[src/rtl/lsu_pkg.sv]
// Shared types and constants for the load/store unit: FSM state encoding,
// access-size codes and default bus widths.
package lsu_pkg;

  localparam int LSU_DATA_W = 16;
  localparam int LSU_ADDR_W = 16;
  localparam int LSU_MEM_AW = 3;

  localparam logic SZ_BYTE = 1'b0;
  localparam logic SZ_HALF = 1'b1;

  typedef enum logic [1:0] {
    ST_IDLE,
    ST_ACCESS,
    ST_WRITE,
    ST_RESP
  } lsu_state_t;

endpackage

[src/rtl/lsu_if.sv]
// Pipeline request/response and data-memory signals of the load/store unit,
// bundled with a slave view (the unit) and a master view (pipeline + memory).
interface lsu_if #(
  parameter int DATA_W = lsu_pkg::LSU_DATA_W,
  parameter int ADDR_W = lsu_pkg::LSU_ADDR_W
);

  logic              req_valid;
  logic              req_ready;
  logic              req_is_store;
  logic              req_size;
  logic              req_unsigned;
  logic [ADDR_W-1:0] req_addr;
  logic [DATA_W-1:0] req_wdata;

  logic              resp_valid;
  logic [DATA_W-1:0] resp_rdata;
  logic              resp_err;

  logic [ADDR_W-1:0] mem_addr;
  logic [DATA_W-1:0] mem_write_data;
  logic              mem_Write;
  logic              mem_Read;
  logic [DATA_W-1:0] mem_read_data;

  modport slave (
    input  req_valid, req_is_store, req_size, req_unsigned, req_addr, req_wdata,
    input  mem_read_data,
    output req_ready, resp_valid, resp_rdata, resp_err,
    output mem_addr, mem_write_data, mem_Write, mem_Read
  );

  modport master (
    output req_valid, req_is_store, req_size, req_unsigned, req_addr, req_wdata,
    output mem_read_data,
    input  req_ready, resp_valid, resp_rdata, resp_err,
    input  mem_addr, mem_write_data, mem_Write, mem_Read
  );

endinterface

[src/rtl/lsu_align.sv]
// Combinational lane logic: extracts and extends a loaded byte/halfword, and
// merges a store byte into the current memory word for read-modify-write.
module lsu_align
  import lsu_pkg::*;
#(
  parameter int DATA_W = LSU_DATA_W
) (
  input  logic              addr_lsb,
  input  logic              size,
  input  logic              is_unsigned,
  input  logic [DATA_W-1:0] mem_word,
  input  logic [7:0]        store_byte,
  output logic [DATA_W-1:0] load_data,
  output logic [DATA_W-1:0] merged_word
);

  logic [7:0] lane;

  // Little-endian lanes: addr[0]=0 is bits [7:0], addr[0]=1 is bits [15:8].
  always_comb begin
    lane      = addr_lsb ? mem_word[15:8] : mem_word[7:0];
    load_data = mem_word;
    if (size == SZ_BYTE) begin
      if (is_unsigned) begin
        load_data = {{(DATA_W-8){1'b0}}, lane};
      end else begin
        load_data = {{(DATA_W-8){lane[7]}}, lane};
      end
    end
    merged_word = mem_word;
    if (addr_lsb) begin
      merged_word[15:8] = store_byte;
    end else begin
      merged_word[7:0]  = store_byte;
    end
  end

endmodule

[src/rtl/load_store_unit.sv]
// Load/store unit between execute and a 16-bit word memory without byte enables.
// Optional macro LSU_MISALIGN_TRAP_EN: odd-address halfwords return resp_err.
module load_store_unit
  import lsu_pkg::*;
#(
  parameter int DATA_W = LSU_DATA_W,
  parameter int ADDR_W = LSU_ADDR_W
) (
  input logic  clk,
  input logic  rst_n,
  lsu_if.slave bus
);

  lsu_state_t        state;
  lsu_state_t        state_next;

  logic              is_store_q;
  logic              size_q;
  logic              unsigned_q;
  logic [ADDR_W-1:0] addr_q;
  logic [DATA_W-1:0] wdata_q;
  logic [DATA_W-1:0] merged_q;
  logic [DATA_W-1:0] rdata_q;
  logic              err_q;

  logic              ready;
  logic              resp_valid;
  logic              mem_read;
  logic              mem_write;
  logic [DATA_W-1:0] write_data;
  logic              accept;
  logic              trap_req;

  logic [DATA_W-1:0] load_data;
  logic [DATA_W-1:0] merged_word;

`ifdef LSU_MISALIGN_TRAP_EN
  assign trap_req = (bus.req_size == SZ_HALF) && bus.req_addr[0];
`else
  assign trap_req = 1'b0;
`endif

  assign accept = bus.req_valid && (state == ST_IDLE);

  lsu_align #(
    .DATA_W (DATA_W)
  ) u_align (
    .addr_lsb    (addr_q[0]),
    .size        (size_q),
    .is_unsigned (unsigned_q),
    .mem_word    (bus.mem_read_data),
    .store_byte  (wdata_q[7:0]),
    .load_data   (load_data),
    .merged_word (merged_word)
  );

  always_ff @(posedge clk or negedge rst_n) begin
    if (!rst_n) begin
      state <= ST_IDLE;
    end else begin
      state <= state_next;
    end
  end

  // Strobes are decoded purely from state so an async reset drops them at once.
  always_comb begin
    state_next = state;
    ready      = 1'b0;
    resp_valid = 1'b0;
    mem_read   = 1'b0;
    mem_write  = 1'b0;
    write_data = '0;
    case (state)
      ST_IDLE: begin
        ready = 1'b1;
        if (bus.req_valid) begin
          state_next = trap_req ? ST_RESP : ST_ACCESS;
        end
      end
      ST_ACCESS: begin
        if (is_store_q && (size_q == SZ_HALF)) begin
          mem_write  = 1'b1;
          write_data = wdata_q;
          state_next = ST_RESP;
        end else begin
          mem_read   = 1'b1;
          state_next = is_store_q ? ST_WRITE : ST_RESP;
        end
      end
      ST_WRITE: begin
        mem_write  = 1'b1;
        write_data = merged_q;
        state_next = ST_RESP;
      end
      ST_RESP: begin
        resp_valid = 1'b1;
        state_next = ST_IDLE;
      end
      default: begin
        state_next = ST_IDLE;
      end
    endcase
  end

  // Request latch, load result and the byte-store merge word.
  always_ff @(posedge clk or negedge rst_n) begin
    if (!rst_n) begin
      is_store_q <= 1'b0;
      size_q     <= SZ_BYTE;
      unsigned_q <= 1'b0;
      addr_q     <= '0;
      wdata_q    <= '0;
      merged_q   <= '0;
      rdata_q    <= '0;
      err_q      <= 1'b0;
    end else begin
      if (accept) begin
        is_store_q <= bus.req_is_store;
        size_q     <= bus.req_size;
        unsigned_q <= bus.req_unsigned;
        addr_q     <= bus.req_addr;
        wdata_q    <= bus.req_wdata;
        rdata_q    <= '0;
        err_q      <= trap_req;
      end
      if ((state == ST_ACCESS) && !is_store_q) begin
        rdata_q <= load_data;
      end
      if ((state == ST_ACCESS) && is_store_q && (size_q == SZ_BYTE)) begin
        merged_q <= merged_word;
      end
    end
  end

  assign bus.req_ready      = ready;
  assign bus.resp_valid     = resp_valid;
  assign bus.resp_rdata     = rdata_q;
  assign bus.resp_err       = err_q;
  assign bus.mem_addr       = {1'b0, addr_q[ADDR_W-1:1]};
  assign bus.mem_write_data = write_data;
  assign bus.mem_Write      = mem_write;
  assign bus.mem_Read       = mem_read;

endmodule

[src/flat_wrapper.sv]
// flat-port wrapper written by rule: the top's interface ports become plain ports
module load_store_unit_flat import lsu_pkg::*;
#(
  parameter int DATA_W = LSU_DATA_W,
  parameter int ADDR_W = LSU_ADDR_W
)
  (clk, rst_n, bus_req_valid, bus_req_is_store, bus_req_size, bus_req_unsigned, bus_req_addr, bus_req_wdata, bus_mem_read_data, bus_req_ready, bus_resp_valid, bus_resp_rdata, bus_resp_err, bus_mem_addr, bus_mem_write_data, bus_mem_Write, bus_mem_Read);
  lsu_if #(.DATA_W(DATA_W), .ADDR_W(ADDR_W)) bus_i ();
  input logic clk;
  input logic rst_n;
  input wire logic [$bits(bus_i.req_valid)-1:0] bus_req_valid;
  input wire logic [$bits(bus_i.req_is_store)-1:0] bus_req_is_store;
  input wire logic [$bits(bus_i.req_size)-1:0] bus_req_size;
  input wire logic [$bits(bus_i.req_unsigned)-1:0] bus_req_unsigned;
  input wire logic [$bits(bus_i.req_addr)-1:0] bus_req_addr;
  input wire logic [$bits(bus_i.req_wdata)-1:0] bus_req_wdata;
  input wire logic [$bits(bus_i.mem_read_data)-1:0] bus_mem_read_data;
  output wire logic [$bits(bus_i.req_ready)-1:0] bus_req_ready;
  output wire logic [$bits(bus_i.resp_valid)-1:0] bus_resp_valid;
  output wire logic [$bits(bus_i.resp_rdata)-1:0] bus_resp_rdata;
  output wire logic [$bits(bus_i.resp_err)-1:0] bus_resp_err;
  output wire logic [$bits(bus_i.mem_addr)-1:0] bus_mem_addr;
  output wire logic [$bits(bus_i.mem_write_data)-1:0] bus_mem_write_data;
  output wire logic [$bits(bus_i.mem_Write)-1:0] bus_mem_Write;
  output wire logic [$bits(bus_i.mem_Read)-1:0] bus_mem_Read;
  assign bus_i.req_valid = bus_req_valid;
  assign bus_i.req_is_store = bus_req_is_store;
  assign bus_i.req_size = bus_req_size;
  assign bus_i.req_unsigned = bus_req_unsigned;
  assign bus_i.req_addr = bus_req_addr;
  assign bus_i.req_wdata = bus_req_wdata;
  assign bus_i.mem_read_data = bus_mem_read_data;
  assign bus_req_ready = bus_i.req_ready;
  assign bus_resp_valid = bus_i.resp_valid;
  assign bus_resp_rdata = bus_i.resp_rdata;
  assign bus_resp_err = bus_i.resp_err;
  assign bus_mem_addr = bus_i.mem_addr;
  assign bus_mem_write_data = bus_i.mem_write_data;
  assign bus_mem_Write = bus_i.mem_Write;
  assign bus_mem_Read = bus_i.mem_Read;
  load_store_unit #(.DATA_W(DATA_W), .ADDR_W(ADDR_W)) u_core (.clk(clk), .rst_n(rst_n), .bus(bus_i));
endmodule
[config.mk]
export PLATFORM = sky130hd
export DESIGN_NAME = load_store_unit_flat
export DESIGN_NICKNAME = d
export VERILOG_FILES = /design/src/rtl/lsu_pkg.sv /design/src/rtl/lsu_if.sv /design/src/rtl/lsu_align.sv /design/src/rtl/load_store_unit.sv /design/src/flat_wrapper.sv
export SDC_FILE = /design/constraint.sdc
export NUM_CORES = 1
export LEC_CHECK = 0
export ABC_AREA = 1
export BUFFER_PORTS_ARGS = -buffer_cell sky130_fd_sc_hd__buf_4
export CORE_MARGIN = 1.5
export CORE_UTILIZATION = 55
export CTS_CLUSTER_DIAMETER = 100
export DETAILED_ROUTE_END_ITERATION = 8
export MAX_ROUTING_LAYER = met4
export PLACE_DENSITY = 0.83
export SYNTH_ARGS = -nofsm -noshare
export SYNTH_HDL_FRONTEND = slang
export SYNTH_HIERARCHICAL = 1
export SYNTH_SLANG_ARGS = --single-unit
[constraint.sdc]
create_clock -name clk -period 2.1 [get_ports clk]
set_input_delay 0.21 -clock clk [delete_from_list [all_inputs] [get_ports clk]]
set_output_delay 0.21 -clock clk [all_outputs]
set_load 0.01 [all_outputs]
# Word-level counts from Yosys, hierarchy flattened
# Cells that the tools add are included.
# word_totals
inputBits	54
output_inout_bits	53
wordCells	40
reg_bits	69
# op_classes
n_eq_ne	4
n_reduce_logical	8
n_bitwise	1
n_mux	19
# op_table
op	count
$mux W16	5
$pmux W16 S2	1
$mux W8	3
$pmux W2 S4	1
$mux W1	6
$logic_and A1 B1 Y1	5
$eq A2 B2 Y1 const B	2
$mux W2	2
$eq A2 B1 Y1 const B	1
$logic_not A2 Y1	1
$ne A2 B2 Y1 const B	1
$pmux W1 S2	1
$reduce_bool A2 Y1	1
$logic_not A1 Y1	1
$not A1 Y1	1

# Logic depth before layout (Yosys ltp)
# Gate-level depths: netlist of the first run.
# depth
depth_word	4
mapped_depth	8
depth_no_buf	7

# Cells and area by module
# The synthesis of the first run kept the hierarchy.
# by_module_without_submodules
mod	cells_per_inst	seq_area_each_um2	n_inst	area_each_um2
load_store_unit	390	1726.7	1	3484.6
lsu_align	93	0.0	1	486.7

# Worst setup path before layout of the first run
# No wires, ideal clock.
# synth_path
path_kind	register -> output
from	register u_core.state[0]
to	output bus_mem_Write
required_ps	1890
setup_slack_ps	566
path_buffers	1
stages_incl_launch_ff	6
arrival_time_ps	1324
cell_sequence	dfrtp_1 inv_1 ha_1 clkinv_1 buf_2 a21oi_1
# synth_between
elab_chain_len	2
word_cells_on_any_way	3
cone_classes	2 x eq/ne; 1 x mux
# synth_rtl
element	line	rtl
start: declaration	load_store_unit.sv:14	lsu_state_t state;
start signal: assignment	load_store_unit.sv:61	state <= state_next;
$eq A2 B2 Y1 or $eq A2 B1 Y1 (tied branches)	load_store_unit.sv:73	case (state)
$pmux W1 S2 *	load_store_unit.sv:73	
end: declaration	flat_wrapper.sv:24	output wire logic [$bits(bus_i.mem_Write)-1:0] bus_mem_Write;
# Mark *: on every way between the ends. The rest lies on a longest branch, timed or not.

# Worst setup path in the final report of the first run
# layout_path
from	register u_core.state[1]
to	output bus_mem_write_data[9]
# layout_between
elab_chain_len	2
word_cells_on_any_way	3
cone_classes	2 x eq/ne; 1 x mux
# layout_rtl
element	line	rtl
$eq A2 B2 Y1 or $eq A2 B1 Y1 (tied branches)	load_store_unit.sv:73	
$pmux W16 S2 *	load_store_unit.sv:73	
end: declaration	flat_wrapper.sv:23	output wire logic [$bits(bus_i.mem_write_data)-1:0] bus_mem_write_data;
# Marks and branches as above.

==> results of run 1 <==
==> worst max path at each step <==
stage                                      from  slack (ps)  cells after the start                                   end
floorplan           u_core/state[0]$_DFFE_PN0P_         570                      5                         bus_mem_Write
global placement    u_core/state[0]$_DFFE_PN0P_         450                      6                 bus_mem_write_data[3]
detailed placement  u_core/state[1]$_DFFE_PN0P_         380                      7  u_core/bus.resp_rdata[3]$_DFFE_PN0P_
CTS                 u_core/state[0]$_DFFE_PN0P_          20                      6                 bus_mem_write_data[0]
global route        u_core/state[1]$_DFFE_PN0P_          20                      6                bus_mem_write_data[15]
finish              u_core/state[1]$_DFFE_PN0P_         140                      6                 bus_mem_write_data[9]
==> power groups by stage <==
stage	clock (W)	sequential, W	combinational, W
final	0.00126	0.00236	0.00337
after global routing	0.00133	0.00243	0.00375
after CTS	0.00128	0.00235	0.00333
after detailed placement	0	0.00236	0.00332
after floorplan	0	0.00226	0.00261
after global placement	0	0.00235	0.00320
==> kinds of logic (layout without fill, tap and decap cells) <==
family | Yosys count | in the layout | synth area share (%)
other cells | 1 | 2 | 0.09443
buf+inv | 85 | 166 | 14.11
flops | 69 | 69 | 43.48
fa+ha+maj | 4 | 4 | 1.260
simple gates | 270 | 270 | 32.77
compound gates | 54 | 54 | 8.286
==> critical path, cell delays in order (launching register included) <==
cell and delay (ps):
dfrtp_1 400, inv_1 120, ha_1 180, buf_6 230
nand4_1 120, a21oi_1 200, buf_4 150
==> area by class of cell <==
cell class / instances / area, um^2 / share of cell area, %
Timing Repair Buffer: 116 / 890.9 / 18.55
Sequential cell: 69 / 1727 / 35.96
Tap cell: 96 / 120.1 / 2.501
Clock buffer: 11 / 151.4 / 3.153
Clock inverter: 5 / 82.58 / 1.720
Multi-Input combinational cell: 330 / 1688 / 35.15
Inverter: 34 / 142.6 / 2.970
==> state kept, by name (all words and copies together) (netlist names) <==
signal                 count
u_core/addr_q             16
u_core/bus.resp_rdata     16
u_core/merged_q           16
u_core/wdata_q            16
u_core/state               2
u_core/is_store_q          1
u_core/size_q              1
u_core/unsigned_q          1
==> per-layer routing <==
layer	GRT usage, %	share of wire [%]
met5	-	0
met4	11.69	2.3
met3	4.713	6.0
met2	42.75	50
met1	33.90	42
==> stage by stage <==
step	instance area, um^2	std cells	power, W	worst slack (ps)	hold slack (ps)
2_1_floorplan	3975	484	0.004868	566.0	-85.59
4_1_cts	4795	661	0.006966	15.29	5.160
3_3_place_gp	4561	645	0.005549	449.6	368.1
3_5_place_dp	4561	645	0.005680	382.4	384.2
5_1_grt	4802	661	0.007512	18.68	51.56
6_report	4802	661	0.006983	142.0	-36.53
==> cell usage in the layout (no fill, tap or decap) <==
| master | count |
|---|---|
| nand4_1 | 8 |
| buf_6 | 2 |
| a21oi_1 | 11 |
| dfrtp_1 | 69 |
| nor2_1 | 2 |
| bufinv_16 | 2 |
| o21ai_2 | 7 |
| nand3_2 | 11 |
| o21ai_1 | 17 |
| inv_8 | 2 |
| nand2_1 | 175 |
| nand3_1 | 55 |
| conb_1 | 2 |
| nand3_4 | 2 |
| or2_1 | 1 |
| clkinvlp_4 | 3 |
| buf_4 | 113 |
| a21oi_2 | 8 |
| nand4_2 | 8 |
| inv_1 | 29 |
| ha_1 | 4 |
| clkbuf_8 | 11 |
| inv_2 | 3 |
| buf_12 | 1 |
| nand2_2 | 6 |
| a21boi_0 | 1 |
| nand2_4 | 2 |
| o21ai_0 | 10 |
==> results_dict.tcl, run 1 <==
set metrics [dict create \
    p_int_w 0.003977 \
    p_leak_nw 2.635 \
    finalWirelength_mm 9.480 \
    start_util_pct 57.81 \
    yosysTopAreaCell "dfrtp_1" \
    p_per_area_nw_per_um2 1454 \
    synth_top_flop_cell "dfrtp_1" \
    rsz0062_at_grt "no" \
    firstDrtPassIters 5 \
    clkPwrFrac_pct 18.1 \
    grt_max_degree 70 \
    slew_violations 0 \
    ioPinCount 107 \
    synthArstFlopShare_pct 100.0 \
    cts_buffers 9 \
    cp-start-kind "flop" \
    hp-class "primary input to async pin" \
    combPwrFrac_pct 48.2 \
    die_h_um 87.98 \
    syn_area_um2 3971 \
    worst_ep_required_time_ps 1890 \
    placementRows 30 \
    end_kind "output port" \
    r2r-end "u_core/bus.resp_rdata[3]$_DFFE_PN0P_" \
    fin_skew_ps 5.165 \
    wire_per_inst_um 14.34 \
    r2r_slack_ps 440 \
    fin_util_pct 69.91 \
    cts-root-buf "clkbuf_8" \
    grt.total_usage_pct 26.97 \
    finalSetupViolCount 0 \
    reg2reg_depth 7 \
    ir_drop_mv 0.7756 \
    drt_iter0_markers 374 \
    clk_latency_ps 350 \
    drc 0 \
    fin_hold_ws_ps -36.53 \
    cp_data_arrival_time_ps 1750 \
    relSlewSlack_pct 41.71 \
    fillers 568 \
    yosysTopAreaCellShare_pct 43.48 \
    grt.overflow.total 0 \
    outcome "finished with violations" \
    ys_ff_latch 69 \
    swShare_pct 43.05 \
    pwr-share-seq_pct 33.8 \
    grt_pass1_vias 3390 \
    cp_max_fo 21 \
    postSynthAreaPerCell_um2 8.222 \
    tightest_slew_ps 874.3 \
    netlist_top_cells_area "dfrtp_1 (43%), nand2_1 (17%), nand3_1 (6.9%), buf_4 (4.3%), nand3_2 (2.8%)" \
    antenna_cells 0 \
    synth_warnings 6 \
    nNetsFinal 618 \
    p_sw_w 0.003006 \
    synth_cell_types 29 \
    synth_most_common_cell "nand2_1" \
    route.vias.total 3496 \
    critPathKind "flop to output port" \
    fin_crit_ps 1958 \
    core_area_um2 6869 \
    timing.fmax_ghz 0.5107 \
    die_x_um 87.98 \
    die-area_um2 7740 \
    synthTopCellsByCount "nand2_1 (175), dfrtp_1 (69), nand3_1 (55), inv_1 (29), buf_4 (23)" \
    post_cts_buffers 0 \
    tns_ps 0 \
    r2r-start "u_core/state[1]$_DFFE_PN0P_" \
    ctsResizeCount 0 \
    port-buffer-count 104 \
    viasPerCell 5.289 \
    drive_above_1_share_pct 32.04 \
    antenna_found_initial 0 \
    grt_pass1_wl_mm 15.57 \
    cts_sinks 69 \
    path_clk_slew_ps 70 \
    finalCritPeriodShare_pct 93.24 \
    synth_edf_count 0 \
    cap_violations 0 \
    yosysSeqAreaShare_pct 43.48 \
    hold_violations 45 \
    htree_levels 3 \
    cts_tree "built" \
    place.gp.congestion 0.8479 \
    syn_inst 483 \
    drtAntennaViolNets 0 \
    area_growth_pct 20.92 \
    violations "hold timing" \
    postCtsHoldBufs 0 \
    dp_hpwl_mm 6.640 \
    clockBufferDepth 2 \
]
No activity file was read; power rests on OpenSTA's default activity.
==> run 2: changes to the inputs <==
==> constraint.sdc (replaced) <==
create_clock -name clk -period 2.1 [get_ports clk]
set_input_delay 0.105 -clock clk [delete_from_list [all_inputs] [get_ports clk]]
set_output_delay 0.105 -clock clk [all_outputs]
set_load 0.01 [all_outputs]
==> run 2 against run 1 <==
  * The flow now finishes without violations
  * Combinational power is essentially flat
  * Final cell count grew 3.6%
  * Largest cell class unchanged
  * Largest power group unchanged
  * Die area unchanged
  * Critical endpoint is now bus_mem_write_data[7]
  * Sequential power about the same
  * Critical path type unchanged
==> results_dict.tcl, run 2 (synthesis gave the netlist of run 1 again) <==
set metrics [dict create \
    finalSetupViolCount 0 \
    cts_sinks 69 \
    critPathKind "flop to output port" \
    start_util_pct 57.81 \
    finalWirelength_mm 9.921 \
    cp_max_fo 16 \
    finalCritPeriodShare_pct 94.04 \
    hold_start "bus_req_addr[3]" \
    use_met3_pct 6.126 \
    crit_cells 6 \
    hp-class "primary input to flop" \
    place_area_um2 4553 \
    final_cell_mix "nand2_1 (175), buf_4 (113), dfrtp_1 (69)" \
    met2_usage_pct 44.76 \
    tns_ps 0 \
    htree_levels 3 \
    reg2reg_depth 6 \
    r2r-end "u_core/bus.resp_rdata[10]$_DFFE_PN0P_" \
    fin_util_pct 73.08 \
    drtAntennaViolNets 0 \
    end_kind "output port" \
    die-area_um2 7740 \
    core_area_um2 6869 \
    cts-root-buf "clkbuf_8" \
    place.gp.congestion 0.8921 \
    route.vias.total 3640 \
    drt_iter0_markers 326 \
    post_cts_buffers 0 \
    cap_violations 0 \
    grt_pass1_vias 3646 \
    cp-start-kind "flop" \
    ir_drop_mv 0.9329 \
    p_per_area_nw_per_um2 1377 \
    cpLargestDelayFamily "buffers and inverters" \
    antenna_cells 0 \
    worst_ep_required_time_ps 2000 \
    outcome "finished clean" \
    grt.total_usage_pct 27.96 \
    grt.overflow.total 0 \
    crit_start "u_core/state[1]$_DFFE_PN0P_" \
    path_buf_inv 3 \
    fin_skew_ps 6.934 \
    r2r_slack_ps 530 \
    hold_violations 0 \
    slew_violations 0 \
    busiest_layer "met2" \
    fillers 538 \
    placementRows 30 \
    fin_crit_ps 1975 \
    cts_tree "built" \
    timing.fmax_ghz 0.5064 \
    fin_area_um2 5020 \
    nNetsFinal 642 \
    cp_cell_sequence "inv_1, ha_2, buf_6, nand4_2, a21oi_2, buf_4" \
    relSlewSlack_pct 42.14 \
    wire_per_inst_um 14.48 \
    layout_commonest_cell "nand2_1" \
    viasPerCell 5.314 \
    dp_hpwl_mm 6.448 \
    rsz0062_at_grt "no" \
    clk_latency_ps 330 \
    cts_buffers 9 \
    die_h_um 87.98 \
    grt_max_degree 70 \
    antenna_found_initial 0 \
    grt_pass1_wl_mm 16.31 \
    endpoint "bus_mem_write_data[7]" \
    clockBufferDepth 2 \
    seqCellArea_um2 1727 \
    tightest_slew_ps 867.9 \
    path_clk_slew_ps 70 \
    cp_slowest_stage_delay_ps 400 \
    drc 0 \
    met1_usage_pct 34.62 \
    area_growth_pct 26.40 \
    port-buffer-count 104 \
    slowest_stage "dfrtp_1" \
    firstDrtPassIters 5 \
    multi_input_area_um2 1690 \
    cp_data_arrival_time_ps 1870 \
    r2r-start "u_core/state[1]$_DFFE_PN0P_" \
    die_x_um 87.98 \
    p_leak_nw 2.734 \
    ioPinCount 107 \
    drive_above_1_share_pct 30.56 \
]
## run 2: changes by cell type in the layout (fill, tap and decap cells not counted)
cell           delta
clkinvlp_4        -3
clkinv_1          +1
clkbuf_8          +1
dlygate4sd3_1    +25
inv_2             -1
clkinv_2          +3
ha_1              -1
buf_6             -1
ha_2              +1
bufinv_16         -1
## run 2: layer usage
metal | vias up | wire length, um
li1 | 1739 | -
met1 | 1733 | 4183
met2 | 153 | 5013
met3 | 15 | 564
met4 | 0 | 159
met5 | - | 0
## run 2: power by group
group | total, W | leakage (nW) | switching, W | internal [W]
clock network | 0.00114 | 0.112 | 0.000496 | 0.000640
registers | 0.00239 | 0.869 | 0.000495 | 0.00190
logic | 0.00338 | 1.75 | 0.00202 | 0.00136
total | 0.00691 | 2.73 | 0.00301 | 0.00390
## run 2: worst min path at each step
stage	to	slack (ps)	cells after the start
6_report	u_core/addr_q[3]$_DFFE_PN0P_	10	3
3_3_place_gp	u_core/addr_q[4]$_DFFE_PN0P_	270	1
4_1_cts	u_core/addr_q[3]$_DFFE_PN0P_	1	3
5_1_grt	u_core/wdata_q[3]$_DFFE_PN0P_	6	3
2_1_floorplan	u_core/addr_q[0]$_DFFE_PN0P_	-190	0
3_5_place_dp	u_core/addr_q[4]$_DFFE_PN0P_	280	1
## run 2: what timing repair did
action | CTS | global route
setup endpoints to repair | 0 | 14
hold buffers | 24 | 1
endpoints found under the hold margin | 92 | 1
resized for setup | 0 | 2
## run 2: cell type report
cell class / count / area share, %
multi-input combinational: 330 / 33.67
sequential: 69 / 34.40
clock buffer: 12 / 3.290
clock inverter: 4 / 0.8973
tap: 96 / 2.393
timing repair buffer: 140 / 22.51
inverter: 34 / 2.841
## run 2: worst min-delay path: cells and delay by family
kind	cells	cell delay (ps)
and+or+nand+nor	2	130
buffers and inverters	1	80
## run 2: stage by stage
stage                     hold slack, ps  std cells  power [W]  worst slack [ps]
after floorplan                   -190.6        484   0.004868             671.0
after global placement             272.9        644   0.005576             442.9
after detailed placement           278.6        644   0.005693             372.8
after CTS                          1.396        684   0.006867             3.319
after global routing               5.924        685   0.007414             28.89
final                              11.18        685   0.006910             125.3
